<file path="src/rtl/sys_bridge_rmw.sv">
// Sequential CPU-to-peripheral bridge with hardware read-modify-write for
// partial stores, a default word on unmapped loads, and a synchronised,
// maskable interrupt vector.
module sys_bridge_rmw #(
  parameter int          NUM_DEV    = 6,
  parameter logic [31:0] BASE_ADDR  = 32'h00007f00,
  parameter int          SLOT_BITS  = 4,
  parameter int          NUM_IRQ    = 2,
  parameter logic [31:0] DEFAULT_RD = 32'h16231138
) (
  input  logic                   clk,
  input  logic                   reset_n,
  input  logic                   pr_req,
  input  logic                   pr_we,
  input  logic [31:0]            pr_addr,
  input  logic [31:0]            pr_wd,
  input  logic [3:0]             pr_be,
  output logic [31:0]            pr_rd,
  output logic                   pr_ready,
  output logic [NUM_DEV-1:0]     dev_sel,
  output logic [SLOT_BITS-1:0]   dev_addr,
  output logic                   dev_we,
  output logic [31:0]            dev_wd,
  input  logic [NUM_DEV*32-1:0]  dev_rd,
  input  logic [NUM_IRQ-1:0]     irq_in,
  output logic [5:0]             hw_int
);

  localparam logic [1:0] S_IDLE   = 2'd0;
  localparam logic [1:0] S_ACCESS = 2'd1;
  localparam logic [1:0] S_MERGE  = 2'd2;
  localparam logic [1:0] S_DONE   = 2'd3;

  // Access state and latched request
  logic [1:0]           state_q,    state_d;
  logic [3:0]           slot_q,     slot_d;
  logic [SLOT_BITS-1:0] offs_q,     offs_d;
  logic [31:0]          wd_q,       wd_d;
  logic [3:0]           be_q,       be_d;
  logic                 we_q,       we_d;
  logic                 hit_dev_q,  hit_dev_d;
  logic                 hit_mask_q, hit_mask_d;
  logic [31:0]          merged_q,   merged_d;
  logic [31:0]          pr_rd_q,    pr_rd_d;

  // Interrupt path
  logic [NUM_IRQ-1:0]   irq_mask_q, irq_mask_d;
  logic [NUM_IRQ-1:0]   sync1_q,    sync1_d;
  logic [NUM_IRQ-1:0]   sync2_q,    sync2_d;
  logic [5:0]           hw_int_q,   hw_int_d;

  // Address decode of the incoming request
  logic [31:0] off_w;
  logic [31:0] slot_w;
  logic        in_range_w;
  logic        dec_dev_w;
  logic        dec_mask_w;

  assign off_w      = pr_addr - BASE_ADDR;
  assign slot_w     = off_w >> SLOT_BITS;
  assign in_range_w = (pr_addr >= BASE_ADDR);
  assign dec_dev_w  = in_range_w && (slot_w < 32'(NUM_DEV));
  assign dec_mask_w = in_range_w && (slot_w == 32'(NUM_DEV)) &&
                      (off_w[SLOT_BITS-1:2] == '0);

  // Read data of the latched slot, and the merged word for partial stores
  logic [31:0] sel_rd_w;
  logic [31:0] merged_w;

  // Select the addressed device's read word
  always_comb begin
    sel_rd_w = '0;
    for (int i = 0; i < NUM_DEV; i++) begin
      if (slot_q == 4'(i)) sel_rd_w = dev_rd[32*i +: 32];
    end
  end

  // Byte-lane merge: enabled lanes from the store, others from the device
  always_comb begin
    merged_w = '0;
    for (int k = 0; k < 4; k++) begin
      merged_w[8*k +: 8] = be_q[k] ? wd_q[8*k +: 8] : sel_rd_w[8*k +: 8];
    end
  end

  // Access FSM next-state and datapath latch logic
  always_comb begin
    state_d    = state_q;
    slot_d     = slot_q;
    offs_d     = offs_q;
    wd_d       = wd_q;
    be_d       = be_q;
    we_d       = we_q;
    hit_dev_d  = hit_dev_q;
    hit_mask_d = hit_mask_q;
    merged_d   = merged_q;
    pr_rd_d    = pr_rd_q;
    irq_mask_d = irq_mask_q;
    case (state_q)
      S_IDLE: begin
        if (pr_req) begin
          slot_d     = slot_w[3:0];
          offs_d     = off_w[SLOT_BITS-1:0];
          wd_d       = pr_wd;
          be_d       = pr_be;
          we_d       = pr_we;
          hit_dev_d  = dec_dev_w;
          hit_mask_d = dec_mask_w;
          state_d    = S_ACCESS;
        end
      end
      S_ACCESS: begin
        state_d = S_DONE;
        if (hit_dev_q) begin
          if (!we_q) begin
            pr_rd_d = sel_rd_w;
          end else if ((be_q != 4'hF) && (be_q != 4'h0)) begin
            // Partial store: read this cycle, write the merged word next
            merged_d = merged_w;
            state_d  = S_MERGE;
          end
        end else if (hit_mask_q) begin
          if (we_q) begin
            if (be_q[0]) irq_mask_d = wd_q[NUM_IRQ-1:0];
          end else begin
            pr_rd_d = 32'(irq_mask_q);
          end
        end else begin
          if (!we_q) pr_rd_d = DEFAULT_RD;
        end
      end
      S_MERGE: state_d = S_DONE;
      default: state_d = S_IDLE;
    endcase
  end

  // Interrupt synchroniser and masked vector
  always_comb begin
    sync1_d  = irq_in;
    sync2_d  = sync1_q;
    hw_int_d = 6'(sync2_q & irq_mask_q);
  end

  // Access state registers; reset aborts any access in flight
  always_ff @(posedge clk or negedge reset_n) begin
    if (!reset_n) begin
      state_q    <= S_IDLE;
      slot_q     <= '0;
      offs_q     <= '0;
      wd_q       <= '0;
      be_q       <= '0;
      we_q       <= 1'b0;
      hit_dev_q  <= 1'b0;
      hit_mask_q <= 1'b0;
      merged_q   <= '0;
      pr_rd_q    <= '0;
    end else begin
      state_q    <= state_d;
      slot_q     <= slot_d;
      offs_q     <= offs_d;
      wd_q       <= wd_d;
      be_q       <= be_d;
      we_q       <= we_d;
      hit_dev_q  <= hit_dev_d;
      hit_mask_q <= hit_mask_d;
      merged_q   <= merged_d;
      pr_rd_q    <= pr_rd_d;
    end
  end

  // Interrupt registers; mask comes up fully enabled
  always_ff @(posedge clk or negedge reset_n) begin
    if (!reset_n) begin
      irq_mask_q <= '1;
      sync1_q    <= '0;
      sync2_q    <= '0;
      hw_int_q   <= '0;
    end else begin
      irq_mask_q <= irq_mask_d;
      sync1_q    <= sync1_d;
      sync2_q    <= sync2_d;
      hw_int_q   <= hw_int_d;
    end
  end

  // Device-side strobes derived from state and the latched request
  logic dev_active_w;
  logic full_wr_w;

  assign dev_active_w = hit_dev_q && ((state_q == S_ACCESS) || (state_q == S_MERGE));
  assign full_wr_w    = (state_q == S_ACCESS) && hit_dev_q && we_q && (be_q == 4'hF);

  // One-hot select of the latched slot while the device is being accessed
  always_comb begin
    dev_sel = '0;
    for (int i = 0; i < NUM_DEV; i++) begin
      dev_sel[i] = dev_active_w && (slot_q == 4'(i));
    end
  end

  assign dev_we   = full_wr_w || (state_q == S_MERGE);
  assign dev_wd   = (state_q == S_MERGE) ? merged_q : (full_wr_w ? wd_q : '0);
  assign dev_addr = offs_q;
  assign pr_ready = (state_q == S_DONE);
  assign pr_rd    = pr_rd_q;
  assign hw_int   = hw_int_q;

endmodule

</file>
<file path="config.mk">
export PLATFORM = sky130hd
export DESIGN_NAME = sys_bridge_rmw
export DESIGN_NICKNAME = d
export VERILOG_FILES = /design/src/rtl/sys_bridge_rmw.sv
export SDC_FILE = /design/constraint.sdc
export NUM_CORES = 1
export LEC_CHECK = 0
export CAP_MARGIN = 10
export CORE_AREA = 2 2 135 137
export DETAILED_ROUTE_END_ITERATION = 10
export DIE_AREA = 0 0 137 139
export HOLD_SLACK_MARGIN = 0.1
export PLACE_DENSITY = 0.85
export SLEW_MARGIN = 20
export SYNTH_ARGS = -nofsm -noshare
export SYNTH_HDL_FRONTEND = slang
export SYNTH_SLANG_ARGS = --single-unit
</file>
<file path="constraint.sdc">
create_clock -name clk -period 3.6 [get_ports clk]
set_clock_uncertainty 0.2 [all_clocks]
set_input_delay 0.72 -clock clk [delete_from_list [all_inputs] [get_ports clk]]
set_output_delay 0.72 -clock clk [all_outputs]
set_load 0.02 [all_outputs]
</file>
Word-level counts from Yosys, hierarchy flattened --
Cells that the tools add are included.
Storage, ports and cells: word-level logic and storage cells 78, bits in registers 121, input bits 266
Operators by class: add/subtract/negate cells 1, order comparisons 2, muxes and demuxes 22, reductions and logical operators 24, equal/unequal tests 12, bitwise operators 3
Operator list (number):
- $mux W32 | 13
- $ge A32 B15 Y1 const B | 1
- $mux W8 | 4
- $sub A32 B15 Y32 const B | 1
- $eq A28 B3 Y1 const B | 1
- $lt A28 B3 Y1 const B | 1
- $logic_and A1 B1 Y1 | 14
- $eq A4 B2 Y1 const B | 2
- $eq A4 B3 Y1 const B | 2
- $pmux W2 S3 | 1
- $reduce_and A5 Y1 | 1
- $eq A2 B2 Y1 const B | 2
- $eq A4 B1 Y1 const B | 1
- $eq A4 B4 Y1 const B | 1
- $logic_not A2 Y1 | 2
- $logic_not A4 Y1 | 1
- $ne A4 B4 Y1 const B | 1
- $reduce_and A2 Y1 | 2
- $reduce_and A4 Y1 | 1
- $reduce_bool A4 Y1 | 1
- $mux W1 | 3
- $and A2 B2 Y2 | 1
- $eq A2 B1 Y1 const B | 1
- $logic_or A1 B1 Y1 | 2
- 3 further kinds | 4

Longest topological paths before layout --
Gate-level depths: netlist of run 1.
word-level depth 9, mapped depth 7

Least setup slack after synthesis of run 1 --
OpenSTA, ideal clock, no wires.
path kind flip-flop to output port, from register state_q[0], to output port dev_wd[11], data arrival time 1.768 ns, stages on the path, launching flop included 7, setup slack 0.912 ns, data required time 2.680 ns, cells stage by stage dfrtp_1 -> inv_1 -> ha_1 -> clkbuf_1 -> buf_1 -> mux2i_1 -> nor2_1
Between the ends: cells in the longest elaborated chain, start to end 6, elaborated cells on any way between the ends 7, classes of those cells eq/ne (2); mux (2); reduce/logical (3)
RTL lines:
- start, declared | line 35 | logic [1:0] state_q, state_d;
- start signal, assigned | line 158 | state_q <= state_d;
- $eq A2 B1 Y1 | line 191 | assign full_wr_w = (state_q == S_ACCESS) && hit_dev_q && we_q && (be_q == 4'hF);
- $logic_and A1 B1 Y1 (3 in a row) | line 191
- $mux W32 | line 202 | assign dev_wd = (state_q == S_MERGE) ? merged_q : (full_wr_w ? wd_q : '0);
- $mux W32 (*) | line 202
- end, declared | line 23 | output logic [31:0] dev_wd,
Every way passes the cells marked *; elsewhere a longest branch is shown, timed or not.

Worst setup path in the final report of run 1 --
from register state_q[1], to output port dev_wd[27]
The elaborated chain is that of the path after synthesis.

==> qor.yml, run 1 <==
run_status:
  status: "finished, final reports clean"
clock_network:
  clk_pin_slew_ps: 60
  cts.htree.levels: 4
  cts_buffer_depth: 2
  cts_buffers: 17
  cts_tree: "yes"
  cts-root-buf: "clkbuf_16"
  clock_sink_count: 121
  clk_latency_ps: 420
sta:
  rsz0062_at_grt: "no"
  finalCritPeriodShare: 0.952
  finalHoldViolations: 0
  worst_slack_ps: 173
  setup_viol: 0
  maxSlewHeadroom: 0.382
  fin_hold_ws_ps: 153
  tns_ps: 0
  tightest_slew_ps: 928
  fmax_mhz: 292
  period_minus_slack_ps: 3430
  finalMaxSlewViolations: 0
worst_hold_path:
  min-delay-start: "sync1_q[1]"
  holdPathEnd: "sync2_q[1]"
  hold_class: "reg -> reg"
  min_path_cells: 0
route:
  ant_nets: 0
  first_pass_iters: 5
  drtIter0Drc: 411
  vias: 7330
  drcViolationCount: 0
  drt-wirelength-per-cell_um: 21.5
  viasPerCell: 5.52
  routed_wl_mm: 28.5
grt:
  grt_usage: 0.297
  grt_util_met1: 0.351
  antenna_found_initial: 1
  overflow: 0
  grt_max_degree: 74
  grt_pass1_wl_mm: 42.9
  use_met3: 0.0771
  met2_usage: 0.498
  grt_pass1_vias: 7642
  busiest_layer: "met2"
die:
  core_region_area_sq_um: 17700
  dieHeight_um: 139
  std_cell_rows: 49
  dieArea_sq_um: 19000
  die_w_um: 137
  start_util: 0.412
  io_pins: 348
layout:
  layout.cells.non_filler: 1327
  num-nets-final: 1355
  synthToLayoutAreaGrowth_pct: 58.6
  drive_gt1_frac: 0.105
  fin_area_sq_um: 11600
  fin_util: 0.654
logic_synthesis:
  ys_seq_area_frac: 0.416
  avgSynthCellArea_sq_um: 9.53
  syn-cell-area_sq_um: 7280
  syn_inst: 764
  synth_async_sr_flop_share: 1.00
  synth-seq-cells: 121
  ys_types: 44
  synthAdderAreaFrac: 0.00859
  synth_top_family_by_area: "multiplexers"
  ys_warn_count: 0
  synth_xor_area_frac: 0
  synth_compound_area_frac: 0.145
  synth_simple_gate_area_frac: 0.153
  synth_edf_count: 0
  synthMuxAreaShare: 0.233
  ys.flop_type: "dfrtp_1"
pwr:
  leakagePower_nw: 4.67
  vdd_ir_drop_max_mv: 0.500
  powerDensity_nw_per_um2: 743
  finalPower_mw: 8.59
critical_path:
  reg2reg_slack_ps: 1010
  path_class: "reg -> out"
  reg2reg_to: "merged_q[16]"
  startpoint_type: "register"
  worstReg2RegStart: "slot_q[1]"
  crit_path_top_delay_cell: "clkdlybuf4s50_1"
  crit_buf_inv: 3
  endpoint_kind: "output port"
  crit_top_cell: "nor2_1"
  path_max_fanout: 28
  path_cells: "inv_1 -> ha_2 -> nand3_1 -> nor2_1 -> nor2_2 -> buf_4 -> nor2_1 -> clkdlybuf4s50_1"
  worst_ep_arrival_time_ps: 2510
  cp_top_family: "buffers and inverters"
  cp.required_ps: 2680
  worst-r2r-cell-count: 5
  max_stage_delay_ps: 610
job:
  maxCapViolCount: 0
placed_design:
  place_area_sq_um: 10900
  dpl.hpwl_mm: 21.6
  portBuffers: 343
  pre_cts_slack_ps: 625
  place_inst: 1294
  gp_congestion: 0.966
-- layer usage --
metal / share of wire / wire length [um] / vias up
li1: - / - / 3398
met1: 0.38 / 10800 / 3459
met2: 0.49 / 13900 / 402
met3: 0.090 / 2560 / 71
met4: 0.046 / 1300 / 0
met5: 0 / 0 / -
-- cell usage after synthesis, types with 3 or more instances --
library cell | n | area share
mux2i_1 | 113 | 0.16
nand2b_1 | 15 | 0.013
o21ai_0 | 58 | 0.040
nor2b_1 | 18 | 0.015
o2bb2ai_1 | 14 | 0.017
nand4_1 | 4 | 0.0034
a31oi_1 | 13 | 0.011
o22ai_1 | 31 | 0.027
nor3b_1 | 10 | 0.010
buf_2 | 17 | 0.012
clkbuf_1 | 38 | 0.020
and2_1 | 3 | 0.0026
nor3_1 | 21 | 0.014
nand3b_1 | 13 | 0.013
nor2_1 | 68 | 0.035
nand2_1 | 45 | 0.023
inv_1 | 7 | 0.0036
mux2_2 | 48 | 0.074
buf_4 | 6 | 0.0062
o21ai_1 | 11 | 0.0076
a21oi_1 | 54 | 0.037
dfrtp_1 | 119 | 0.41
ha_1 | 5 | 0.0086
nand3_1 | 5 | 0.0034
nor4_1 | 5 | 0.0043
-- cells by family (layout without fill, tap and decap cells) --
group	after synthesis	count (layout)
mux	162	162
compound gates	186	186
flops	121	121
fa+ha+maj	5	5
other cells	1	5
simple gates	218	218
buf+inv	71	401
-- state kept, by name (all words and copies together), names as in the netlist --
name        flops
hw_int          2
be_q            4
hit_mask_q      1
irq_mask_q      2
wd_q           32
slot_q          4
merged_q       32
hit_dev_q       1
sync2_q         2
sync1_q         2
we_q            1
pr_rd          32
state_q         2
dev_addr        4
-- where the power goes --
part           internal (mW)  leakage [nW]  total [mW]  switching (mW)
registers               1.75          1.35        2.12           0.372
logic                   2.11          3.02        4.67            2.56
clock network           1.10         0.297        1.79           0.690
-- how the worst max path moves through the flow --
stage          cells after the start        from  slack (ps)    endpoint
2_1_floorplan                      6  state_q[0]         910  dev_wd[11]
3_3_place_gp                       8  state_q[1]         670  dev_wd[11]
3_5_place_dp                       8  state_q[1]         620  dev_wd[27]
4_1_cts                            8  state_q[1]         150  dev_wd[27]
5_1_grt                            8  state_q[1]          30  dev_wd[22]
6_report                           8  state_q[1]         170  dev_wd[27]
-- timing repair --
action                     CTS  global route
setup buffers                0             0
resized for setup            0             2
hold buffers                 0             0
setup endpoints to repair    0             7
-- layout make-up --
cell class	count	area, sq um
fill	1446	6110
multi-input combinational	575	3960
timing repair buffer	362	3630
sequential	121	3030
clock buffer	17	425
tap	229	287
clock inverter	15	188
inverter	7	26.3
antenna	1	2.50
-- layout by cell type (no fill, tap or decap), types with 21 or more instances in the layout --
master,count
o22ai_1,31
clkdlybuf4s50_1,341
mux2_2,48
nand2_1,44
dfrtp_1,118
o21ai_0,58
nor3_1,21
mux2i_1,113
a21oi_1,54
nor2_1,67
No activity file was read; power rests on OpenSTA's default activity.
==> run 2: changes to the inputs <==
--- a/config.mk
+++ b/config.mk
@@ -6,11 +6,13 @@
 export NUM_CORES = 1
 export LEC_CHECK = 0
 export CAP_MARGIN = 10
-export CORE_AREA = 2 2 135 137
+export CORE_MARGIN = 1
+export CORE_UTILIZATION = 38
+export CTS_CLUSTER_SIZE = 16
 export DETAILED_ROUTE_END_ITERATION = 10
-export DIE_AREA = 0 0 137 139
+export GPL_ROUTABILITY_DRIVEN = 0
 export HOLD_SLACK_MARGIN = 0.1
-export PLACE_DENSITY = 0.85
+export PLACE_DENSITY = 0.82
 export SLEW_MARGIN = 20
 export SYNTH_ARGS = -nofsm -noshare
 export SYNTH_HDL_FRONTEND = slang
==> constraint.sdc (replaced) <==
create_clock -name clk -period 3.1 [get_ports clk]
set_clock_uncertainty 0.2 [all_clocks]
set_input_delay 0.62 -clock clk [delete_from_list [all_inputs] [get_ports clk]]
set_output_delay 0.62 -clock clk [all_outputs]
set_load 0.02 [all_outputs]
==> run 2 against run 1 <==
  * Sequential power increased by 15%
  * Global-route usage shrank 0.89 points
  * Flip-flop and latch count did not move
  * Via count rose by 0.30%
  * Non-clock buffer count up 8
  * Setup slack worse by 91 ps
  * Largest power group unchanged
  * Highest routed layer unchanged
==> qor.yml, run 2 (synthesized netlist as in run 1, its figures left out) <==
route:
  wl_met2_mm: 14.7  # was 13.9 mm
  drcViolationCount: 0  # unchanged
  viasPerCell: 5.49  # was 5.52
  routed_wl_mm: 28.5  # about the same
  wl_met3_mm: 1.96  # was 2.56 mm
  ant_nets: 0  # unchanged
  drt-wirelength-per-cell_um: 21.3  # was 21.5 um
  first_pass_iters: 5  # unchanged
  vias: 7352  # was 7,330
  wl_met1_mm: 10.7  # was 10.8 mm
  drtIter0Drc: 373  # was 411
  highest_layer: "met4"  # unchanged
placed_design:
  portBuffers: 343  # unchanged
  pre_cts_slack_ps: 295  # was 625 ps
  dpl.hpwl_mm: 21.4  # was 21.6 mm
critical_path:
  endpoint_kind: "output port"  # unchanged
  max_stage_delay_ps: 440  # was 610 ps
  cp_top_family: "buffers and inverters"  # unchanged
  path_max_fanout: 15  # was 28
  crit_buf_inv: 4  # was 3
  crit_path_top_delay_cell: "dfrtp_2"  # was clkdlybuf4s50_1
  cp.required_ps: 2280  # was 2680 ps
  startpoint_type: "register"  # unchanged
  path_cells: "inv_1 -> ha_1 -> nand3_1 -> nor2_2 -> nor2_4 -> buf_4 -> clkbuf_16 -> nor2_1 -> dlygate4sd2_1"  # was inv_1 -> ha_2 -> nand3_1 -> nor2_1 -> nor2_2 -> buf_4 -> nor2_1 -> clkdlybuf4s50_1
  path_class: "reg -> out"  # unchanged
  reg2reg_slack_ps: 480  # was 1010 ps
  worst_ep_arrival_time_ps: 2200  # was 2510 ps
die:
  std_cell_rows: 50  # was 49
  die_w_um: 140  # was 137 um
  dieHeight_um: 140  # was 139 um
  core_region_area_sq_um: 18800  # was 17,700 sq um
  start_util: 0.388  # was 0.412
  io_pins: 348  # unchanged
  dieArea_sq_um: 19700  # was 19,000 sq um
clock_network:
  cts.htree.levels: 4  # unchanged
  cts-root-buf: "clkbuf_16"  # unchanged
  clk_latency_ps: 420  # about the same
  cts_tree: "yes"  # unchanged
  cts_buffer_depth: 2  # unchanged
  clock_sink_count: 121  # unchanged
  clk_pin_slew_ps: 60  # about the same
  cts_buffers: 17  # unchanged
layout:
  fin_util: 0.628  # was 0.654
  num-nets-final: 1363  # was 1,355
  fill_cells: 1534  # was 1,446
  drive_gt1_frac: 0.117  # was 0.105
  mostFrequentLayoutCell: "clkdlybuf4s50_1"  # unchanged
  synthToLayoutAreaGrowth_pct: 62.0  # was 58.6%
  layout_common_cells: "303 x clkdlybuf4s50_1, 117 x dfrtp_1, 111 x mux2i_1"  # was 341 x clkdlybuf4s50_1, 118 x dfrtp_1, 113 x mux2i_1
run_status:
  status: "finished, final reports clean"  # unchanged
sta:
  period_minus_slack_ps: 3020
  worst_slack_ps: 81.5  # was 173 ps
  finalHoldViolations: 0  # unchanged
  fin_hold_ws_ps: 148  # was 153 ps
  finalCritPeriodShare: 0.974
  finalMaxSlewViolations: 0  # unchanged
  maxSlewHeadroom: 0.489  # was 0.382
  setup_viol: 0  # unchanged
  tightest_slew_ps: 767  # was 928 ps
  fmax_mhz: 331
  tns_ps: 0  # unchanged
grt:
  grt_pass1_wl_mm: 42.5  # was 42.9 mm
  grt_pass1_vias: 7597  # was 7,642
  antenna_found_initial: 1  # unchanged
  grt_usage: 0.289  # was 0.297
  grt_max_degree: 73  # was 74
  overflow: 0  # unchanged
pwr:
  vdd_ir_drop_max_mv: 0.507  # was 0.500 mV
  powerDensity_nw_per_um2: 880  # was 743 nW/um^2
  leakagePower_nw: 4.99  # was 4.67 nW
worst_hold_path:
  hold_class: "reg -> reg"  # unchanged
job:
  maxCapViolCount: 0  # unchanged
## run 2: metal layers
| metal | vias to the layer above | GRT usage |
|---|---|---|
| met4 | 0 | 0.143 |
| met3 | 49 | 0.0697 |
| li1 | 3406 | - |
| met2 | 339 | 0.528 |
| met5 | - | 0 |
| met1 | 3558 | 0.310 |
## run 2: through the flow
| stage | power, mW | cell area, sq um | std cells |
|---|---|---|---|
| final | 10.4 | 11800 | 1340 |
| after global routing | 10.9 | 11800 | 1340 |
| after CTS | 10.3 | 11700 | 1336 |
| after detailed placement | 7.92 | 11000 | 1302 |
| after global placement | 7.83 | 11000 | 1302 |
| after floorplan | 5.57 | 7290 | 767 |
## run 2: final timing paths
kind	startpoint	cells past startpoint	end
setup / recovery	state_q[1]	9	dev_wd[2]
hold / removal	sync1_q[1]	0	sync2_q[1]
setup reg to reg	slot_q[1]	5	merged_q[2]
hold reg to reg	sync1_q[1]	0	sync2_q[1]
max in group asynchronous	reset_n	3	irq_mask_q[0]
min in group asynchronous	reset_n	2	wd_q[23]
## run 2: what timing repair did
item | CTS | global route
endpoints found under the hold margin | 51 | 0
hold buffers | 1 | 0
pin swaps | 0 | 1
setup buffers | 0 | 2
cloned | 1 | 1
gates resized for setup | 36 | 25
endpoints found under the setup margin | 35 | 14
## run 2: area by class of cell
type / count / area, sq um / share of cell area
flip-flops and latches: 121 / 3040 / 0.257
multi-input cells: 575 / 3990 / 0.338
clock buffers: 18 / 439 / 0.0372
diodes: 1 / 2.50 / 0.000212
inverters: 7 / 26.3 / 0.00223
clock inverters: 14 / 267 / 0.0226
repair buffers: 370 / 3740 / 0.317
well taps: 234 / 293 / 0.0248
## run 2: where the power goes
part	leakage [nW]	switching, mW	internal (mW)
clock	0.342	0.768	1.62
sequential	1.35	0.403	2.04
combinational	3.30	3.06	2.48
==> run 3: changes to the inputs <==
--- a/config.mk
+++ b/config.mk
@@ -6,6 +6,7 @@
 export NUM_CORES = 1
 export LEC_CHECK = 0
 export CAP_MARGIN = 10
+export CORE_ASPECT_RATIO = 1.2
 export CORE_MARGIN = 1
 export CORE_UTILIZATION = 38
 export CTS_CLUSTER_SIZE = 16
@@ -13,6 +14,7 @@
 export GPL_ROUTABILITY_DRIVEN = 0
 export HOLD_SLACK_MARGIN = 0.1
 export PLACE_DENSITY = 0.82
+export REMOVE_ABC_BUFFERS = 1
 export SLEW_MARGIN = 20
 export SYNTH_ARGS = -nofsm -noshare
 export SYNTH_HDL_FRONTEND = slang
==> run 3 against run 2 <==
  * Setup slack improved by 42 ps
  * Core utilization fell by 0.55 points
  * First-iteration DRC count fell by 9.1%
  * Clock power fell by 14%
  * Register-to-register slack improved by 240 ps
  * Clock-buffer cell count rose by 2
  * Global-route usage fell by 0.95 points
  * Power fell by 4.9%
==> qor.yml, run 3 (synthesized netlist as in run 1, its figures left out) <==
run_status:
  status: "finished, final reports clean"  # unchanged
clock_network:
  clk_pin_slew_ps: 60  # about the same
  clk_latency_ps: 410  # was 420 ps
  cts_buffers: 17  # unchanged
  cts.htree.levels: 4  # unchanged
  clock_sink_count: 121  # unchanged
  cts_buffer_depth: 2  # unchanged
  cts_tree: "yes"  # unchanged
  cts-root-buf: "clkbuf_16"  # unchanged
sta:
  setup_viol: 0  # unchanged
  finalHoldViolations: 0  # unchanged
  fmax_mhz: 336  # was 331 MHz
  period_minus_slack_ps: 2980  # was 3020 ps
  tightest_slew_ps: 663  # was 767 ps
  rsz0062_at_grt: "no"
  finalCritPeriodShare: 0.960  # was 0.974
  maxSlewHeadroom: 0.557  # was 0.489
  finalMaxSlewViolations: 0  # unchanged
layout:
  num-nets-final: 1365  # was 1,363
  fin_area_sq_um: 11700  # was 11,800 sq um
  mostFrequentLayoutCell: "clkdlybuf4s50_1"  # unchanged
  fin_util: 0.623  # was 0.628
  synthToLayoutAreaGrowth_pct: 60.7  # was 62.0%
  drive_gt1_frac: 0.115  # was 0.117
  layout_common_cells: "303 x clkdlybuf4s50_1, 118 x dfrtp_1, 112 x mux2i_1"  # was 303 x clkdlybuf4s50_1, 117 x dfrtp_1, 111 x mux2i_1
pwr:
  p_seq_frac: 0.240  # was 0.235
  power.switching_mw: 4.07  # was 4.23 mW
  vdd_ir_drop_max_mv: 0.509  # was 0.507 mV
  leakagePower_nw: 4.86  # was 4.99 nW
  p_int_mw: 5.80  # was 6.14 mW
  powerDensity_nw_per_um2: 843  # was 880 nW/um^2
  power_frac_clock: 0.208  # was 0.230
  pwr-share-comb: 0.551  # was 0.535
  p_sw_frac: 0.413  # was 0.408
grt:
  overflow: 0  # unchanged
  grt_usage: 0.279  # was 0.289
  grt_pass1_vias: 7439  # was 7,597
  grt_max_degree: 54  # was 73
  grt_pass1_wl_mm: 41.0  # was 42.5 mm
  antenna_found_initial: 3  # was 1
route:
  routed_wl_mm: 27.2  # was 28.5 mm
  drcViolationCount: 0  # unchanged
  viasPerCell: 5.33  # was 5.49
  drt-wirelength-per-cell_um: 20.0  # was 21.3 um
  drtIter0Drc: 339  # was 373
  first_pass_iters: 5  # unchanged
  vias: 7277  # was 7,352
  ant_nets: 0  # unchanged
placed_design:
  place_area_sq_um: 11000  # about the same
  dpl.hpwl_mm: 19.7  # was 21.4 mm
  portBuffers: 343  # unchanged
critical_path:
  path_max_fanout: 14  # was 15
  startpoint_type: "register"  # unchanged
  path_class: "reg -> out"  # unchanged
  cp.required_ps: 2280  # about the same
  worst_ep_arrival_time_ps: 2160  # was 2200 ps
  endpoint_kind: "output port"  # unchanged
die:
  core_region_area_sq_um: 18800  # about the same
  io_pins: 348  # unchanged
  std_cell_rows: 55  # was 50
  dieArea_sq_um: 19700  # about the same
  dieHeight_um: 154  # was 140 um
  die_w_um: 128  # was 140 um
  start_util: 0.388  # about the same
worst_hold_path:
  hold_class: "reg -> reg"  # unchanged
job:
  maxCapViolCount: 0  # unchanged
run 3: cell count changes in the layout (fill, tap and decap cells not counted), sizes merged:
cell,previous run,this run
buf,26,29
bufbuf,1,0
bufinv,7,3
clkdlybuf4s15,9,6
clkinv,3,6
diode,1,2
dlygate4sd2,19,31
dlymetal6s2s,8,0
inv,10,9
nor2,68,69
run 3: timing repair:
action,4_1_cts,5_1_grt
hold buffers,1,0
gates resized for setup,42,10
buffers inserted,4,0
setup endpoints to repair,38,8
gates cloned,2,0
endpoints found under the hold margin,47,0
pin swaps,2,0
run 3: through the flow:
stage	setup TNS [ps]	instances	setup WS (ps)	hold WS, ps	power [mW]
after global placement	0	1324	36.2	134	7.63
after CTS	0	1363	96.3	155	9.91
after floorplan	-104450	703	-2810	124	5.53
final	0	1365	123	153	9.87
after global routing	0	1365	0.729	168	10.4
after detailed placement	-3000	1324	-125	137	7.73
run 3: cell type report:
cell class,instances,area (sq um)
clock buffer,20,457
inverter,7,26.3
clock inverter,12,164
sequential,121,3030
tap,256,320
timing repair buffer,371,3700
multi-input combinational,576,4000
antenna,2,5.00
fill,1610,7080
run 3: final timing paths:
path,start,endpoint,slack (ps),cells after the start
setup / recovery,state_q[1],dev_wd[29],120,8
hold / removal,sync1_q[0],sync2_q[0],150,0
setup reg to reg,slot_q[0],merged_q[27],720,5
hold reg to reg,sync1_q[0],sync2_q[0],150,0
max in group asynchronous,reset_n,irq_mask_q[0],1450,3
min in group asynchronous,reset_n,dev_addr[1],520,2
run 3: power groups by stage:
stage                     clock network, mW  registers, mW  logic, mW
after detailed placement                  0           2.38       5.35
after floorplan                           0           2.75       2.78
after CTS                              2.09           2.36       5.46
final                                  2.06           2.37       5.44
after global routing                   2.16           2.43       5.83
after global placement                    0           2.35       5.28
run 3: critical path, cell delays in order, from the launching register on:
cell and delay (ps):
dfrtp_1 460, inv_1 110, ha_1 170, nand3_1 130, nor2_4 190, nor2_4 70
buf_12 150, nor2_1 130, clkdlybuf4s15_1 310
run 3: routing by layer:
metal	track usage	share of wire
met5	0	0
met1	0.318	0.38
met2	0.491	0.51
met3	0.0724	0.076
met4	0.115	0.032
